<file path="src/rtl/mmio_bridge.sv">
// mmio_bridge: valid/ready bridge from the core load/store path to the data
// memory and NUM_CH switch/LED channels.
//
// Ports:
//   clock, rst                  rising-edge clock, synchronous active-high reset
//   req_valid/req_ready         request handshake (accept = valid && ready)
//   req_write/req_addr/req_wdata  store flag, byte address, store data
//   rsp_valid/rsp_rdata/rsp_err   one-cycle response strobe, load data, error
//   mem_we/mem_addr/mem_wdata   data memory write enable, address, write data
//   mem_rdata                   data memory read data (MEM_LAT-cycle latency)
//   sw_in                       raw asynchronous switches, CH_W bits per channel
//   led_out                     registered LED drive, CH_W bits per channel
//
// IO map (off = req_addr - IO_BASE): channel = off >> 3, off[2] = 0 selects the
// LED register (read/write), off[2] = 1 the synchronised switches (read-only).
module mmio_bridge #(
   parameter int unsigned          DATA_W      = 32,
   parameter int unsigned          ADDR_W      = 32,
   parameter logic [ADDR_W-1:0]    IO_BASE     = ADDR_W'(32'hFFFF_FC00),
   parameter int unsigned          NUM_CH      = 2,
   parameter int unsigned          CH_W        = 16,
   parameter int unsigned          MEM_LAT     = 1,
   parameter int unsigned          SYNC_STAGES = 2
) (
   input  logic                     clock,
   input  logic                     rst,
   input  logic                     req_valid,
   output logic                     req_ready,
   input  logic                     req_write,
   input  logic [ADDR_W-1:0]        req_addr,
   input  logic [DATA_W-1:0]        req_wdata,
   output logic                     rsp_valid,
   output logic [DATA_W-1:0]        rsp_rdata,
   output logic                     rsp_err,
   output logic                     mem_we,
   output logic [ADDR_W-1:0]        mem_addr,
   output logic [DATA_W-1:0]        mem_wdata,
   input  logic [DATA_W-1:0]        mem_rdata,
   input  logic [NUM_CH*CH_W-1:0]   sw_in,
   output logic [NUM_CH*CH_W-1:0]   led_out
);

   typedef enum logic [1:0] {IDLE, WAIT, RESP} state_t;

   // WAIT lasts MEM_LAT-1 cycles; the counter is loaded with one less than that
   // and the last WAIT cycle is the one that sees zero.
   localparam logic [2:0] WAIT_INIT = 3'((MEM_LAT > 1) ? MEM_LAT - 2 : 0);

   state_t                  state_q, state_d;
   logic [2:0]              cnt_q;
   logic [ADDR_W-1:0]       addr_q;
   logic [DATA_W-1:0]       rdata_q;
   logic                    err_q;
   logic                    rsp_mem_q;
   logic [CH_W-1:0]         led_q [NUM_CH];
   logic [NUM_CH*CH_W-1:0]  sw_sync [SYNC_STAGES];

   logic [ADDR_W-1:0]       off;
   logic [ADDR_W-1:0]       ch;
   logic                    sel;
   logic                    misaligned;
   logic                    is_io;
   logic                    ch_ok;
   logic                    acc_err;
   logic                    accept;
   logic                    mem_load;
   logic [CH_W-1:0]         io_val;

   // Request decode
   assign req_ready  = !rst && (state_q != WAIT);
   assign accept     = req_valid && req_ready;
   assign off        = req_addr - IO_BASE;
   assign ch         = off >> 3;
   assign sel        = off[2];
   assign misaligned = (req_addr[1:0] != 2'b00);
   assign is_io      = (req_addr >= IO_BASE);
   assign ch_ok      = (ch < ADDR_W'(NUM_CH));
   assign acc_err    = misaligned || (is_io && !ch_ok);
   assign mem_load   = !is_io && !req_write && !misaligned;

   // Memory port: live address on the accept cycle, latched address otherwise
   // so the memory keeps seeing the load address through WAIT and RESP.
   assign mem_we    = accept && req_write && !is_io && !misaligned;
   assign mem_addr  = accept ? req_addr : addr_q;
   assign mem_wdata = req_wdata;

   // Response: memory loads take mem_rdata live in RESP, everything else
   // returns the value captured at accept. Forced to zero outside RESP.
   assign rsp_valid = (state_q == RESP);
   assign rsp_err   = rsp_valid && err_q;
   assign rsp_rdata = !rsp_valid ? '0 : (rsp_mem_q ? mem_rdata : rdata_q);

   for (genvar g = 0; g < NUM_CH; g++) begin : g_led
      assign led_out[g*CH_W +: CH_W] = led_q[g];
   end

   // IO read mux over channels
   always_comb begin
      io_val = '0;
      for (int unsigned i = 0; i < NUM_CH; i++) begin
         if (ch == ADDR_W'(i)) begin
            io_val = sel ? sw_sync[SYNC_STAGES-1][i*CH_W +: CH_W] : led_q[i];
         end
      end
   end

   // Next state
   always_comb begin
      state_d = state_q;
      case (state_q)
         IDLE, RESP: begin
            if (accept) begin
               state_d = (mem_load && (MEM_LAT > 1)) ? WAIT : RESP;
            end else begin
               state_d = IDLE;
            end
         end
         WAIT: begin
            if (cnt_q == '0) begin
               state_d = RESP;
            end
         end
         default: state_d = IDLE;
      endcase
   end

   always_ff @(posedge clock) begin
      if (rst) begin
         state_q   <= IDLE;
         cnt_q     <= '0;
         addr_q    <= '0;
         rdata_q   <= '0;
         err_q     <= 1'b0;
         rsp_mem_q <= 1'b0;
         for (int unsigned i = 0; i < NUM_CH; i++) begin
            led_q[i] <= '0;
         end
         for (int unsigned i = 0; i < SYNC_STAGES; i++) begin
            sw_sync[i] <= '0;
         end
      end else begin
         state_q    <= state_d;
         sw_sync[0] <= sw_in;
         for (int unsigned i = 1; i < SYNC_STAGES; i++) begin
            sw_sync[i] <= sw_sync[i-1];
         end
         if ((state_q == WAIT) && (cnt_q != '0)) begin
            cnt_q <= cnt_q - 3'd1;
         end
         if (accept) begin
            addr_q    <= req_addr;
            err_q     <= acc_err;
            rsp_mem_q <= mem_load;
            cnt_q     <= WAIT_INIT;
            rdata_q   <= (is_io && !acc_err && !req_write) ? DATA_W'(io_val) : '0;
            if (is_io && !acc_err && req_write && !sel) begin
               for (int unsigned i = 0; i < NUM_CH; i++) begin
                  if (ch == ADDR_W'(i)) begin
                     led_q[i] <= req_wdata[CH_W-1:0];
                  end
               end
            end
         end
      end
   end

endmodule

</file>
<file path="config.mk">
export PLATFORM = sky130hd
export DESIGN_NAME = mmio_bridge
export DESIGN_NICKNAME = d
export VERILOG_FILES = /design/src/rtl/mmio_bridge.sv
export SDC_FILE = /design/constraint.sdc
export NUM_CORES = 1
export LEC_CHECK = 0
export ABC_AREA = 1
export CAP_MARGIN = 20
export CORE_UTILIZATION = 38
export DETAILED_ROUTE_END_ITERATION = 6
export HOLD_SLACK_MARGIN = 0.06
export PLACE_DENSITY = 0.73
export SETUP_SLACK_MARGIN = 0.3
export SYNTH_ARGS = -nofsm -noshare
export SYNTH_HDL_FRONTEND = slang
export SYNTH_SLANG_ARGS = --single-unit
</file>
<file path="constraint.sdc">
create_clock -name clock -period 4.2 [get_ports clock]
set_clock_uncertainty 0.2 [all_clocks]
set_input_delay 0.84 -clock clock [delete_from_list [all_inputs] [get_ports clock]]
set_output_delay 0.84 -clock clock [all_outputs]
set_load 0.01 [all_outputs]
</file>
==> results.sh, run 1 <==
export IMPL_rr_startpoint="led_q[0][2]$_DFFE_PP_"
export IMPL_max_freq_mhz=264
export IMPL_synth_top_area_share=0.317
export IMPL_max_stage_delay_ps=610
export IMPL_synth_edf_count=32
export IMPL_start_util=0.388
export IMPL_final_antenna_net_count=0
export IMPL_clk_pin_slew_worst_paths_ps=60
export IMPL_dp_hpwl_um=14100
export IMPL_synth_commonest_cells="nor2_1 (191), inv_1 (160), nand2_1 (117), dfxtp_1 (115), a21oi_1 (40)"
export IMPL_crit_start="req_addr[13]"
export IMPL_cts_tree="yes"
export IMPL_synthTopCellsByArea="dfxtp_1 (32%), edfxtp_1 (13%), nor2_1 (9.9%)"
export IMPL_hold_violations=0
export IMPL_grt_overflow=0
export IMPL_cpMostUsedCell="nand2_1"
export IMPL_antenna_found_initial=0
export IMPL_critPathLaunchType="input port"
export IMPL_syn_to_final_growth_pct=39.2
export IMPL_rrSetupSlack_ps=2840
export IMPL_slowest_stage="clkdlybuf4s50_1"
export IMPL_drive_gt1_frac=0.109
export IMPL_synth_cell_types=37
export IMPL_ys_seq_area_frac=0.449
export IMPL_cts_root_buffer="clkbuf_16"
export IMPL_numCtsBuffers=17
export IMPL_num_io_pins=264
export IMPL_die_w_um=140
export IMPL_tightest_slew_ps=976
export IMPL_syn_avg_cell_area_um2=7.82
export IMPL_first_iter_violations=331
export IMPL_leakagePower_nw=4.40
export IMPL_core_mm2=0.0187
export IMPL_remaining_drc_errors=0
export IMPL_async_reset_ff_frac=0
export IMPL_finalSetupTns_ps=0
export IMPL_slew_headroom=0.347
export IMPL_fp_dieH_um=140
export IMPL_finalWorstSetupSlack_ps=418
export IMPL_reg2regPathDepth=5
export IMPL_power_per_cell_area_mw_per_mm2=341
export IMPL_num_antenna_cells=0
export IMPL_h_tree_depth=4
export IMPL_crit_fanout=5
export IMPL_grt_use_total=0.199
export IMPL_grt_pass1_vias=6011
export IMPL_hold_path_class="register to register"
export IMPL_min_to="sw_sync[0][46]$_SDFF_PP0_"
export IMPL_grt_pass1_wl_um=30600
export IMPL_setup_viol=0
export IMPL_post_synth_instance_area_mm2=0.00727
export IMPL_outcome="completed"
export IMPL_synthCells=929
export IMPL_fin_crit_sh=0.901
export IMPL_num_nets_final=1253
export IMPL_first_pass_iters=5
export IMPL_insertion_delay_ps=420
export IMPL_whs_path_depth=2
export IMPL_die_area_mm2=0.0197
export IMPL_post_drt_via_cell_ratio=4.72
export IMPL_clock_sinks=147
export IMPL_ys_ff_latch=147
export IMPL_yosysWarningCount=0
export IMPL_yosysMostFrequentCell="nor2_1"
export IMPL_dp_slack_ps=86.1
export IMPL_critPathCaptureType="output port"
export IMPL_crit_arrival_ps=2740
export IMPL_fin_crit_ps=3780
export IMPL_r2r_end="rdata_q[2]$_SDFFE_PP0P_"
export IMPL_gp_congestion=0.853
export IMPL_path_depth=10
export IMPL_required_ps=3160
export IMPL_post_drt_wl_per_cell_um=14.2
export IMPL_grt_max_degree=71
export IMPL_worstPathCellList="clkdlybuf4s50_1 -> nand2_2 -> nor2_4 -> nand3_2 -> nor2_2 -> nand3_1 -> nand2_1 -> nand2_1 -> and3_1 -> dlygate4sd2_1"
export IMPL_final_max_slew_viol_count=0
export IMPL_synthFlopType="dfxtp_1"
export IMPL_io_buffers=231
export IMPL_crit_family="simple AND/OR/NAND/NOR gates"
export IMPL_yosysTopAreaCell="dfxtp_1"
export IMPL_vias=6451
export IMPL_drv_cap=0
export IMPL_rsz0062_at_grt="false"
export IMPL_placementRows=50
export IMPL_clockBufferDepth=2
export IMPL_drt_wl_total_um=19400
export IMPL_min_delay_start="sw_sync[0][14]$_SDFF_PP0_"
export IMPL_ir_drop_mv=0.285
export IMPL_syn_nets=1062
export IMPL_worstPathBufferInverterCount=2
export IMPL_critPathKind="input port to output port"
[sequential cells by signal, indices dropped and copies added (netlist names)]
name       flops
err_q          1
state_q        1
rdata_q       16
sw_sync       64
led_q         32
rsp_mem_q      1
addr_q        32
[tightest hold or removal path: stages, from the launching register on]
cell     delay, ps
dfxtp_1        290
inv_1           40
nor2_1          30
[through the flow]
stage | util | std cells | area (um^2) | total power, W | hold WS [ps]
CTS | 0.539 | 1365 | 10100 | 0.00348 | 201
global placement | 0.509 | 1333 | 9530 | 0.00206 | 193
finish | 0.541 | 1367 | 10100 | 0.00345 | 199
global route | 0.541 | 1367 | 10100 | 0.00359 | 215
floorplan | - | 929 | 7270 | 0.00180 | 188
detailed placement | 0.509 | 1333 | 9530 | 0.00206 | 193
[placed cells by master, fill, tap and decap left out, types with 2 or more instances in the layout]
cell type,instances
inv_6,4
inv_2,2
nor2_2,6
nand3_1,22
and3_1,3
nand4_1,24
nor2_4,17
mux2i_1,16
inv_8,4
nand3_2,13
dlymetal6s2s_1,4
buf_4,16
a211oi_1,32
clkbuf_16,17
nand2_1,117
inv_1,159
o21ai_0,19
nand3b_1,2
edfxtp_1,32
a21oi_2,10
nor2_1,189
clkinvlp_4,3
a21oi_1,40
nor2_8,2
clkdlybuf4s50_1,224
clkinv_1,2
nor3_1,2
dfxtp_1,115
o21ai_1,3
nand2_2,4
mux2_2,16
[repair_timing]
action,CTS,global route
resized for setup,2,8
hold buffers,0,0
setup buffers,0,2
endpoints found under the setup margin,1,5
pin swaps,0,1
[layer usage]
metal  part of all wire  wire (um)  up-vias  GRT usage
met5                  0          0        -          0
met4              0.013        249        0     0.0596
met3              0.066       1290       20     0.0421
met2               0.47       9040      218      0.330
met1               0.45       8800     2948      0.260
li1                   -          -     3265          -
[power breakdown]
group / internal [W] / switching (W)
combinational: 0.000263 / 0.000232
sequential: 0.00151 / 0.0000278
clock: 0.000773 / 0.000643
[area by class of cell]
class,count,area (um^2)
clock buffers,17,425
clock inverters,15,124
well taps,234,293
flip-flops and latches,147,3260
fillers,1730,8590
multi-input cells,545,2950
repair buffers,247,2450
inverters,162,611
[cell families after synthesis]
family / synth area share
adders and majority gates: 0.00172
buffers and inverters: 0.146
DFF: 0.449
muxes: 0.0468
AOI/OAI and AO/OA: 0.0933
and+or+nand+nor: 0.261
xor gates and xnor gates: 0.00121
[worst max-delay path by stage]
stage | endpoint | slack (ps)
6_report | mem_we | 420
2_1_floorplan | led_q[0][16]$_DFFE_PP_ | 920
4_1_cts | mem_we | 400
3_5_place_dp | led_q[0][15]$_DFFE_PP_ | 90
3_3_place_gp | led_q[0][31]$_DFFE_PP_ | 140
5_1_grt | mem_we | 300
Power figures use the tool's default switching activity.
==> inputs of run 2 (changes only) <==
--- a/config.mk
+++ b/config.mk
@@ -7,10 +7,10 @@
 export LEC_CHECK = 0
 export ABC_AREA = 1
 export CAP_MARGIN = 20
-export CORE_UTILIZATION = 38
+export CORE_UTILIZATION = 45
 export DETAILED_ROUTE_END_ITERATION = 6
 export HOLD_SLACK_MARGIN = 0.06
-export PLACE_DENSITY = 0.73
+export PLACE_DENSITY = 0.84
 export SETUP_SLACK_MARGIN = 0.3
 export SYNTH_ARGS = -nofsm -noshare
 export SYNTH_HDL_FRONTEND = slang
==> run 2 against run 1 <==
Global-route usage increased by 4.3 points. Setup slack better by 42 ps. Clock power rose by 15%. Critical path depth shrank 3. Sequential share of layout area fell by 0.26 points. Fmax rose by 1.1%. Register-to-register slack got worse by 30 ps. Count of clock-buffer cells in the layout did not move. Combinational power hardly changed. Power grew 6.4%.
==> results.sh, run 2 (same netlist as run 1, synthesis figures left out) <==
export IMPL_min_delay_start="sw_sync[0][0]$_SDFF_PP0_"
export IMPL_h_tree_depth=4
export IMPL_drive_gt1_frac=0.112
export IMPL_drt_met1_wl_um=8310
export IMPL_hold_path_class="register to register"
export IMPL_required_ps=3160
export IMPL_fp_dieH_um=129
export IMPL_max_freq_mhz=267
export IMPL_layout_commonest_cell="clkdlybuf4s50_1"
export IMPL_leakagePower_nw=4.45
export IMPL_num_nets_final=1255
export IMPL_grt_pass1_vias=6116
export IMPL_dp_hpwl_um=14000
export IMPL_num_antenna_cells=0
export IMPL_start_util=0.459
export IMPL_wl_met2_um=9560
export IMPL_grt_pass1_wl_um=30700
export IMPL_drv_cap=0
export IMPL_grt_use_total=0.241
export IMPL_rr_startpoint="led_q[0][11]$_DFFE_PP_"
export IMPL_first_pass_iters=6
export IMPL_slew_headroom=0.327
export IMPL_clk_pin_slew_worst_paths_ps=60
export IMPL_highest_layer="met4"
export IMPL_final_cell_mix="clkdlybuf4s50_1 (226), nor2_1 (190), inv_1 (159), nand2_1 (117), dfxtp_1 (115)"
export IMPL_fin_crit_sh=0.890
export IMPL_final_cells=1351
export IMPL_remaining_drc_errors=0
export IMPL_finalSetupTns_ps=0
export IMPL_crit_fanout=64
export IMPL_final_antenna_net_count=0
export IMPL_critPathKind="input port to output port"
export IMPL_post_drt_via_cell_ratio=4.82
export IMPL_clockBufferDepth=2
export IMPL_cts_tree="yes"
export IMPL_cts_root_buffer="clkbuf_16"
export IMPL_io_buffers=231
export IMPL_setup_viol=0
export IMPL_hold_violations=0
export IMPL_insertion_delay_ps=430
export IMPL_critPathLaunchType="input port"
export IMPL_placementRows=46
export IMPL_finalCoreUtilization=0.644
export IMPL_die_w_um=129
export IMPL_rsz0062_at_grt="false"
export IMPL_first_iter_violations=419
export IMPL_gp_congestion=0.862
export IMPL_critPathCaptureType="output port"
export IMPL_final_max_slew_viol_count=0
export IMPL_vias=6507
export IMPL_grt_max_degree=94
export IMPL_power_per_cell_area_mw_per_mm2=360
export IMPL_crit_start="req_valid"
export IMPL_largest_reg_flops=64
export IMPL_post_drt_wl_per_cell_um=14.6
export IMPL_numCtsBuffers=17
export IMPL_crit_arrival_ps=2700
export IMPL_dp_slack_ps=197
export IMPL_drt_wl_total_um=19800
export IMPL_dr_wl_met3_um=1460
export IMPL_reg_top3="sw_sync x64, addr_q x32, led_q x32"
export IMPL_fin_crit_ps=3740
export IMPL_ir_drop_mv=0.293
export IMPL_tightest_slew_ps=1010
export IMPL_die_area_mm2=0.0167
export IMPL_regMostFlops="sw_sync"
export IMPL_clock_sinks=147
export IMPL_grt_overflow=0
export IMPL_antenna_found_initial=0
export IMPL_syn_to_final_growth_pct=40.3
export IMPL_core_mm2=0.0158
export IMPL_outcome="completed"
export IMPL_dp_cells=1314
export IMPL_num_io_pins=264
export IMPL_whs_ps=203
export IMPL_finalWorstSetupSlack_ps=460
run 2: cell count changes in the layout (fill, tap and decap cells not counted), moves of 2 or more:
cell	previous run	this run
clkdlybuf4s50_1	224	226
clkinv_8	0	2
clkinv_1	2	0
clkinvlp_4	3	1
dlymetal6s2s_1	4	2
bufinv_16	0	3
run 2: metal layers:
layer / track usage / vias to the layer above
met5: 0 / -
met4: 0.0934 / 0
met3: 0.0599 / 28
met2: 0.414 / 269
met1: 0.292 / 2937
li1: - / 3273
run 2: worst max-delay path, stage by stage:
cell	delay, ps
clkdlybuf4s50_1	510
inv_1	60
nor2_1	210
inv_2	90
buf_12	200
a21oi_1	190
clkdlybuf4s50_1	570
run 2: layout make-up:
cell class / count / area [um^2]
Fill cell: 1299 / 5630
Sequential cell: 147 / 3260
Inverter: 162 / 608
Clock buffer: 17 / 425
Timing Repair Buffer: 249 / 2470
Clock inverter: 15 / 216
Tap cell: 216 / 270
Multi-Input combinational cell: 545 / 2940
run 2: power by group:
| part | leakage (nW) | switching, W | internal [W] |
|---|---|---|---|
| logic | 2.88 | 0.000232 | 0.000263 |
| registers | 1.25 | 0.0000286 | 0.00151 |
| clock network | 0.310 | 0.000672 | 0.000966 |
run 2: what timing repair did:
action,CTS,global route
setup buffers,0,5
hold buffers,0,0
gates resized for setup,1,4
endpoints found under the setup margin,1,1
pin swaps,0,2
cloned,0,0
run 2: per-stage QoR:
| step | power, W | area, um^2 |
|---|---|---|
| floorplan | 0.00180 | 7270 |
| global placement | 0.00205 | 9510 |
| finish | 0.00367 | 10200 |
| detailed placement | 0.00206 | 9510 |
| global route | 0.00380 | 10200 |
| CTS | 0.00369 | 10100 |
run 2: worst paths after layout:
path         cells after the start                   endpoint  slack (ps)
max                              7               mem_addr[24]         460
min                              2  sw_sync[0][32]$_SDFF_PP0_         200
max reg2reg                      5   rdata_q[11]$_SDFFE_PP0P_        2810
min reg2reg                      2  sw_sync[0][32]$_SDFF_PP0_         200
==> inputs of run 3 (changes only) <==
--- a/config.mk
+++ b/config.mk
@@ -6,6 +6,7 @@
 export NUM_CORES = 1
 export LEC_CHECK = 0
 export ABC_AREA = 1
+export ABC_CLOCK_PERIOD_IN_PS = 4200
 export CAP_MARGIN = 20
 export CORE_UTILIZATION = 45
 export DETAILED_ROUTE_END_ITERATION = 6
==> results of run 3 <==
Same layout as run 2: the final DEF is identical, and so are final timing and power.
